[src/rtl/bcd_serial_add_ctrl.sv]
// Digit-serial BCD adder: one digit per clock, LSD first, through a single bcd_adder cell.
// Optional invalid-digit flag on err when BCD_INVALID_DIGIT_CHECK_EN is defined.

module bcd_adder (
   input  logic       cin,
   input  logic [3:0] A,
   input  logic [3:0] B,
   output logic [3:0] BCD0,
   output logic       BCD1
);
   logic [4:0] raw;

   assign raw  = {1'b0, A} + {1'b0, B} + {4'b0, cin};
   assign BCD1 = (raw > 5'd9);
   assign BCD0 = BCD1 ? (raw[3:0] + 4'd6) : raw[3:0];
endmodule

module bcd_serial_add_ctrl #(
   parameter int NDIGITS = 4
) (
   input  logic                 clk,
   input  logic                 rst_n,
   input  logic                 start,
   input  logic                 cin,
   input  logic [4*NDIGITS-1:0] A,
   input  logic [4*NDIGITS-1:0] B,
   output logic [4*NDIGITS-1:0] sum,
   output logic                 cout,
   output logic                 busy,
   output logic                 done,
   output logic                 err
);
   localparam int W  = 4 * NDIGITS;
   localparam int IW = $clog2(NDIGITS);

   typedef enum logic [1:0] {S_IDLE, S_ADD, S_DONE} state_e;

   state_e          state_q, state_d;
   logic [IW-1:0]   idx_q, idx_d;
   logic            carry_q, carry_d;
   logic [W-1:0]    a_q, a_d, b_q, b_d, sum_q, sum_d;
   logic            cout_q, cout_d;
   logic [3:0]      cell_a, cell_b, cell_s;
   logic            cell_c;
   logic            last;
   logic            accept;

   assign cell_a = a_q[idx_q*4 +: 4];
   assign cell_b = b_q[idx_q*4 +: 4];
   assign last   = (idx_q == IW'(NDIGITS - 1));
   assign accept = (state_q == S_IDLE) && start;

   bcd_adder u_cell (
      .cin  (carry_q),
      .A    (cell_a),
      .B    (cell_b),
      .BCD0 (cell_s),
      .BCD1 (cell_c)
   );

   always_comb begin
      state_d = state_q;
      idx_d   = idx_q;
      carry_d = carry_q;
      a_d     = a_q;
      b_d     = b_q;
      sum_d   = sum_q;
      cout_d  = cout_q;
      case (state_q)
         S_IDLE: begin
            if (start) begin
               a_d     = A;
               b_d     = B;
               carry_d = cin;
               idx_d   = '0;
               sum_d   = '0;
               cout_d  = 1'b0;
               state_d = S_ADD;
            end
         end
         S_ADD: begin
            sum_d[idx_q*4 +: 4] = cell_s;
            carry_d             = cell_c;
            idx_d               = idx_q + 1'b1;
            if (last) begin
               cout_d  = cell_c;
               state_d = S_DONE;
            end
         end
         S_DONE:  state_d = S_IDLE;
         default: state_d = S_IDLE;
      endcase
   end

   always_ff @(posedge clk or negedge rst_n) begin
      if (!rst_n) begin
         state_q <= S_IDLE;
         idx_q   <= '0;
         carry_q <= 1'b0;
         a_q     <= '0;
         b_q     <= '0;
         sum_q   <= '0;
         cout_q  <= 1'b0;
      end else begin
         state_q <= state_d;
         idx_q   <= idx_d;
         carry_q <= carry_d;
         a_q     <= a_d;
         b_q     <= b_d;
         sum_q   <= sum_d;
         cout_q  <= cout_d;
      end
   end

   assign sum  = sum_q;
   assign cout = cout_q;
   assign busy = (state_q == S_ADD);
   assign done = (state_q == S_DONE);

`ifdef BCD_INVALID_DIGIT_CHECK_EN
   // Flag is latched on the last ADD edge so it appears together with done.
   logic err_q;
   logic bad_digit;

   always_comb begin
      bad_digit = 1'b0;
      for (int i = 0; i < NDIGITS; i++) begin
         if (a_q[i*4 +: 4] > 4'd9 || b_q[i*4 +: 4] > 4'd9) bad_digit = 1'b1;
      end
   end

   always_ff @(posedge clk or negedge rst_n) begin
      if (!rst_n)                        err_q <= 1'b0;
      else if (accept)                   err_q <= 1'b0;
      else if (state_q == S_ADD && last) err_q <= bad_digit;
   end

   assign err = err_q;
`else
   assign err = 1'b0;
`endif
endmodule

[config.mk]
export PLATFORM = sky130hd
export DESIGN_NAME = bcd_serial_add_ctrl
export DESIGN_NICKNAME = d
export VERILOG_FILES = /design/src/rtl/bcd_serial_add_ctrl.sv
export SDC_FILE = /design/constraint.sdc
export NUM_CORES = 1
export LEC_CHECK = 0
export CORE_MARGIN = 2
export CORE_UTILIZATION = 54
export DETAILED_ROUTE_END_ITERATION = 8
export PLACE_DENSITY_LB_ADDON = 0.2
export SETUP_SLACK_MARGIN = 0.1
export SLEW_MARGIN = 20
export SYNTH_ARGS = -nofsm -noshare
export SYNTH_HDL_FRONTEND = slang
export SYNTH_HIERARCHICAL = 1
export SYNTH_SLANG_ARGS = --single-unit
[constraint.sdc]
create_clock -name clk -period 5.7 [get_ports clk]
set_input_delay 1.425 -clock clk [delete_from_list [all_inputs] [get_ports clk]]
set_output_delay 1.425 -clock clk [all_outputs]
set_load 0.03 [all_outputs]
Word level (Yosys, flattened, before mapping)
Cells that the tools add are included.

storage, ports and cells
  flip-flop bits (word level) = 54
  input bits = 36
  output and inout port bits = 20
  word-level logic and storage cells = 42

operators by class
  $add $sub $neg = 5
  order comparisons = 1
  eq/ne operators = 5
  shift-type cells = 4
  multiplexer cells = 14
  reduce and logical (&&, ||, !) cells = 6

operators with widths
  cell                       count
  $neg A4 Y34                1
  $shift A4 B34 Y16 const A  1
  $shiftx A4 B34 Y16         1
  $pmux W16 S2               1
  $shiftx A16 B5 Y4          2
  $bwmux W16                 1
  $mux W16                   1
  $pmux W2 S2                2
  $mux W2                    3
  $reduce_and A2 Y1          3
  $add A4 B4 Y5              1
  $add A5 B1 Y5              1
  $gt A5 B4 Y1 const B       1
  $add A4 B3 Y4 const B      1
  $eq A2 B2 Y1 const B       2
  $mux W4                    1
  $pmux W1 S2                2
  $mux W1                    3
  $reduce_and A3 Y1          1
  $add A2 B1 Y2 const B      1
  $eq A2 B1 Y1 const B       1
  $logic_not A2 Y1           1
  $ne A2 B1 Y1 const B       1
  $ne A2 B2 Y1 const B       1
  $reduce_bool A2 Y1         1

Depth between registers and ports, before layout
Gate-level depths: netlist (run 1).

  word-level depth = 8
  gate-level depth with buffers = 10
  mapped depth without buffers = 9

By module
The synthesis (run 1) kept the hierarchy.

modules (own cells, without submodules)
  module               times used  cells each  area an instance (µm²)  sequential area each (µm²)
  bcd_serial_add_ctrl  1           160         2407.3                  1351.3
  bcd_adder            1           22          211.5                   0.0

Least setup slack after synthesis (run 1)
OpenSTA, ideal clock, no wires.

  kind = register -> register
  start point = register idx_q[0]
  end point = register sum_q[14], in the netlist sum[14]
  library setup time = 0.068 ns
  arrival = 3.507 ns
  required time = 5.632 ns
  setup slack = 2.125 ns
  stages on the path, launching flop included = 11
  path buffers = 1
  clock period less this slack = 3.575 ns
  path through = dfrtp_1 > buf_2 > mux4_2 > fa_1 > fa_1 > xnor2_1 > ha_1 > a31o_1 > o31ai_4 > mux2i_1 > a32o_1

between the ends
  longest elaborated chain between the ends = 8

ends and longest elaborated chain
  item                    RTL line  source
  start, declared         39        logic [IW-1:0] idx_q, idx_d;
  start signal, assigned  106       idx_q <= idx_d;
  $shiftx A16 B5 Y4       48        assign cell_a = a_q[idx_q*4 +: 4];
  via cell_a[0]           43        logic [3:0] cell_a, cell_b, cell_s;
  $add A4 B4 Y5           13        assign raw = {1'b0, A} + {1'b0, B} + {4'b0, cin};
  $add A5 B1 Y5           13
  $gt A5 B4 Y1            14        assign BCD1 = (raw > 5'd9);
  via cell_c              44        logic cell_c;
  $mux W4                 15        assign BCD0 = BCD1 ? (raw[3:0] + 4'd6) : raw[3:0];
  via cell_s[2]           43
  $shiftx A4 B34 Y16      82        sum_d[idx_q*4 +: 4] = cell_s;
  $bwmux W16              82
  $pmux W16 S2            69        case (state_q)
  end signal, assigned    110       sum_q <= sum_d;
  end, declared           41        logic [W-1:0] a_q, a_d, b_q, b_d, sum_q, sum_d;

The timed path passes the listed nets, and every way through them passes these cells.
A chain may end at the register's enable or synchronous reset.

Worst setup path after layout (run 1)
Ends and elaborated chain as after synthesis.

==> results of run 1 <==
==> worst max-delay path by stage <==
stage                          end  slack [ns]  cells past startpoint
2_1_floorplan  sum[14]$_DFFE_PN0P_        2.13                     10
3_3_place_gp   sum[14]$_DFFE_PN0P_        1.84                      9
3_5_place_dp   sum[14]$_DFFE_PN0P_        1.71                      9
4_1_cts        sum[14]$_DFFE_PN0P_        1.65                      9
5_1_grt        sum[11]$_DFFE_PN0P_        1.40                      9
6_report       sum[14]$_DFFE_PN0P_        1.66                      9
==> registers in the layout, indices dropped and copies added (netlist names) <==
| name | flops |
|---|---|
| a_q | 16 |
| b_q | 16 |
| sum | 16 |
| idx_q | 2 |
| state_q | 2 |
| carry_q | 1 |
| cout | 1 |
==> layout make-up <==
| class | count | area share, % |
|---|---|---|
| sequential | 54 | 41.2 |
| multi-input combinational | 113 | 35.8 |
| timing repair buffer | 55 | 16.6 |
| clock buffer | 6 | 2.52 |
| tap | 54 | 2.06 |
| clock inverter | 1 | 0.916 |
| inverter | 7 | 0.802 |
==> kinds of logic after synthesis <==
kind of cell | synth area share [%]
other | 0.143
buffers and inverters | 3.54
and+or+nand+nor | 6.26
DFF | 51.6
muxes | 21.0
adders and majority gates | 5.83
xor gates and xnor gates | 0.669
AOI/OAI and AO/OA | 10.9
==> metrics by stage <==
step | cell area [um2] | utilization [%] | hold slack (ns)
2_1_floorplan | 2620 | - | 0.452
3_3_place_gp | 3160 | 67.4 | 0.461
3_5_place_dp | 3160 | 67.4 | 0.469
4_1_cts | 3280 | 69.8 | 0.491
5_1_grt | 3280 | 69.9 | 0.510
6_report | 3280 | 69.9 | 0.485
==> metal layers <==
metal	wire (um)	GRT usage (%)	part of all wire, %
met5	0	0	0
met4	40	5.86	0.79
met3	243	3.29	4.8
met2	2650	34.8	53
met1	2110	25.3	42
==> synth_stat cells <==
library cell,instances
nand2b_4,1
nor2_1,1
or3_1,1
a21o_2,1
o21ai_0,2
clkbuf_1,1
and3_1,1
ha_1,9
buf_6,4
o22ai_1,1
a22oi_1,1
nand2_1,7
mux4_2,8
mux2i_1,1
o31ai_4,1
o21bai_1,1
xnor2_1,2
fa_1,2
dfrtp_1,54
a22o_1,15
nand2b_1,2
nor4_1,1
mux2_2,28
mux2_1,4
nor3b_4,1
a31o_1,1
nor2b_1,2
a21o_1,5
a31oi_1,1
a32o_1,1
a21oi_1,3
and2_1,1
a2111oi_0,1
nand3_1,1
buf_4,1
buf_2,2
nor4_2,3
and4_1,1
conb_1,1
o31ai_1,1
inv_1,7
==> impl_metrics.toml, run 1 <==
[synth]
synth-seq-cells = 54
ys_types = 41
synth_area_per_cell_um2 = 14.4
netlist_area_um2 = 2620
syn_nets = 229
syn-instance-count = 182
yosysTopAreaCell = "dfrtp_1"
netlist.area_leader.share_pct = 51.6
synth_area_leaders = "dfrtp_1 (52%), mux2_2 (12%), mux4_2 (6.9%)"
yosysWarnings = 6
ys_seq_area_share_pct = 51.6

[floorplanning]
core_area_um2 = 4690
die_area_um2 = 5420
dieHeight_um = 73.6
row_count = 25
initial_core_util_pct = 55.8
die_w_um = 73.6
ios = 56

[clock_network]
clk_latency_ns = 0.30
numCtsBuffers = 5
cts_resized = 0
clock_sinks = 54
cts-root-buf = "clkbuf_8"
path_clk_slew_ns = 0.09
ctsHtreeMaxLevel = 2
clock_path_buffers = 2
cts_tree = "done"
post_cts_buffers = 0
postCtsHoldBufs = 0

[critical_path]
r2r-start = "idx_q[0]$_DFFE_PN0P_"
cp-start-kind = "flop"
path_max_fanout = 14
critPathLaunch = "idx_q[0]$_DFFE_PN0P_"
r2r_end = "sum[14]$_DFFE_PN0P_"
worstPathArrival_ns = 4.29
required_ns = 5.95
crit_type = "flop to flop"
crit_top_cell = "fa_1"
path_buf_inv = 0
r2r_setup_slack_ns = 1.66
ff2ff_path_depth = 9
end_kind = "flop"
cp_cell_sequence = "mux4_2 > fa_1 > fa_1 > xnor2_1 > ha_1 > a31o_1 > o31ai_4 > mux2i_1 > a32o_1"
cpLargestDelayFamily = "adder cells"
critical_path.max_stage_delay_ns = 0.79
crit_path_top_delay_cell = "dfrtp_1"

[placed_design]
gp_congestion = 0.814
dp_slack_ns = 1.71
hpwl_um = 3780
placed_cells = 283
port_buffers = 54

[layout]
final_cell_mix = "dfrtp_1 (54), clkdlybuf4s50_1 (53), mux2_2 (28)"
fill_cells = 322
area_growth_pct = 25.2
final_common_cell = "dfrtp_1"
multi_input_area_um2 = 1170
fin_cells = 290
n_antenna_cell = 0
drive_above_1_share_pct = 22.0
fin_nets = 283
ff_latch_area_um2 = 1350

[worst_hold_path]
hold_path_class = "flop to flop"
min-delay-start = "cout$_DFFE_PN0P_"
holdPathEnd = "cout$_DFFE_PN0P_"
worstHoldPathCells = 1

[grt]
grt_first_pass_wirelength_um = 8140
overflow = 0
grt_usage_pct = 19.9
antenna_found_initial = 0
grt_pass1_vias = 1740
grt_max_degree = 55

[sta]
timing.final.crit_share_pct = 70.8
rsz0062_at_grt = "false"
setup_ws_ns = 1.66
worstMarginPinSlew_ns = 0.765
max_clock_freq_mhz = 248
fin_skew_ns = 0.00870
final_hold_viol_count = 0
slew_headroom_pct = 48.5
layout_min_cycle_time_ns = 4.04
tns_ns = 0
finalSetupViolations = 0
slew_viol_final = 0

[detailed_routing]
antenna_left = 0
drc_errors = 0
routed_via_density = 5.72
routed-via-count = 1658
post_drt_wl_per_cell_um = 17.4
drt_pass1_iterations = 4
wirelength_um = 5050
dr.first_iter.drc_count = 88

[flow_run]
maxCapViolations = 0

[run_status]
status = "completed"
Power of run 1 is not shown: default switching activity piles up to over one toggle a cycle in this logic, so the estimate is an artifact.
==> run 2: changes to the inputs <==
--- a/config.mk
+++ b/config.mk
@@ -6,7 +6,7 @@
 export NUM_CORES = 1
 export LEC_CHECK = 0
 export CORE_MARGIN = 2
-export CORE_UTILIZATION = 54
+export CORE_UTILIZATION = 51
 export DETAILED_ROUTE_END_ITERATION = 8
 export PLACE_DENSITY_LB_ADDON = 0.2
 export SETUP_SLACK_MARGIN = 0.1
==> constraint.sdc (replaced) <==
create_clock -name clk -period 3.95 [get_ports clk]
set_input_delay 0.9875 -clock clk [delete_from_list [all_inputs] [get_ports clk]]
set_output_delay 0.9875 -clock clk [all_outputs]
set_load 0.03 [all_outputs]
==> impl_metrics.toml, run 2 (same netlist as run 1, synthesis figures left out) <==
[clock_network]
clk_latency_ns = 0.30
postCtsHoldBufs = 0
clock_sinks = 54
post_cts_buffers = 0
numCtsBuffers = 5
cts_resized = 0
cts_tree = "done"
ctsHtreeMaxLevel = 2
clock_path_buffers = 2
cts-root-buf = "clkbuf_8"
path_clk_slew_ns = 0.09

[sta]
rsz0062_at_grt = "false"
slew_headroom_pct = 48.6
worstMarginPinSlew_ns = 0.770
finalSetupViolations = 0
timing.final.crit_share_pct = 89.9
final_hold_viol_count = 0
max_clock_freq_mhz = 282
tns_ns = 0
slew_viol_final = 0
layout_min_cycle_time_ns = 3.55
fin_skew_ns = 0.00529

[floorplanning]
die_w_um = 75.7
row_count = 26
core_area_um2 = 5040
initial_core_util_pct = 51.9
ios = 56
die_area_um2 = 5720
dieHeight_um = 75.7

[detailed_routing]
drt_pass1_iterations = 4
dr.first_iter.drc_count = 126
post_drt_wl_per_cell_um = 15.6
routed_via_density = 5.37
drc_errors = 0
wirelength_um = 4840
routed-via-count = 1669
antenna_left = 0

[grt]
grt_pass1_vias = 1717
grt_usage_pct = 19.1
met1_usage_pct = 23.9
grt_first_pass_wirelength_um = 8090
use_met2_pct = 33.7
overflow = 0
grtUsageMet3_pct = 3.70
grt.busiest_layer = "met2"
grt_max_degree = 31
antenna_found_initial = 0

[layout]
final_core_util_pct = 65.8
n_antenna_cell = 0
final_common_cell = "dfrtp_1"
fin_area_um2 = 3320
final_cell_mix = "dfrtp_1 (54), clkdlybuf4s50_1 (53), mux2_2 (28)"
fin_nets = 287
drive_above_1_share_pct = 23.2
area_growth_pct = 26.7

[critical_path]
cpLargestDelayFamily = "adder cells"
crit_type = "flop to flop"
end_kind = "flop"
path_buf_inv = 0
crit_top_cell = "fa_1"
ff2ff_path_depth = 9
worstPathArrival_ns = 3.79
crit_path_top_delay_cell = "mux4_2"
path_max_fanout = 4
cp-start-kind = "flop"
worst-path-stages = 9
required_ns = 4.19
critical_path.max_stage_delay_ns = 0.55
cp_cell_sequence = "mux4_2 > fa_1 > fa_1 > xnor2_1 > ha_1 > a31o_1 > o31ai_4 > mux2i_1 > a32o_1"

[flow_run]
maxCapViolations = 0

[worst_hold_path]
worstHoldPathCells = 1
hold_path_class = "flop to flop"

[run_status]
status = "completed"

[placed_design]
dpl_cell_area_um2 = 3230
hpwl_um = 3710
gp_congestion = 0.805
port_buffers = 54
run 2: cell count changes in the layout (fill, tap and decap cells not counted):
cell and change:
clkbuf_1 +1, buf_4 +2, buf_12 +1, bufinv_16 -1, buf_2 +1, clkinv_2 +1
run 2: worst paths after layout:
kind,start,slack [ns],end
max,idx_q[0]$_DFFE_PN0P_,0.40,sum[14]$_DFFE_PN0P_
min,a_q[14]$_DFFE_PN0P_,0.49,a_q[14]$_DFFE_PN0P_
max reg2reg,idx_q[0]$_DFFE_PN0P_,0.40,sum[14]$_DFFE_PN0P_
min reg2reg,a_q[14]$_DFFE_PN0P_,0.49,a_q[14]$_DFFE_PN0P_
max in group asynchronous,rst_n,2.49,b_q[8]$_DFFE_PN0P_
min in group asynchronous,rst_n,0.70,a_q[1]$_DFFE_PN0P_
run 2: area by class of cell:
class                      count  area [um2]
clock buffer                   7        86.3
tap                           70        87.6
multi-input combinational    113        1170
inverter                       7        26.3
timing repair buffer          59         586
fill                         395        1730
sequential                    54        1350
clock inverter                 1        5.00
run 2: worst register-to-register path, cell delays in order (launching register included):
cell and delay, ns:
dfrtp_1 0.44, mux4_2 0.55, fa_1 0.47, fa_1 0.41, xnor2_1 0.18, ha_1 0.24
a31o_1 0.23, o31ai_4 0.34, mux2i_1 0.40, a32o_1 0.22
run 2: metal layers:
metal  routed length (um)  up-vias
met3                  163        5
met5                    0        -
li1                     -      791
met4                   48        0
met1                 2100      836
met2                 2530       37
run 2: per-stage QoR:
stage                     setup WS [ns]  hold slack, ns  std cells
after global routing              0.234           0.507        311
after global placement            0.511           0.461        303
after floorplan                   0.375           0.452        182
after detailed placement          0.407           0.472        303
final                             0.399           0.488        311
after CTS                         0.372           0.493        311
Power of run 2 is left out for the same reason.
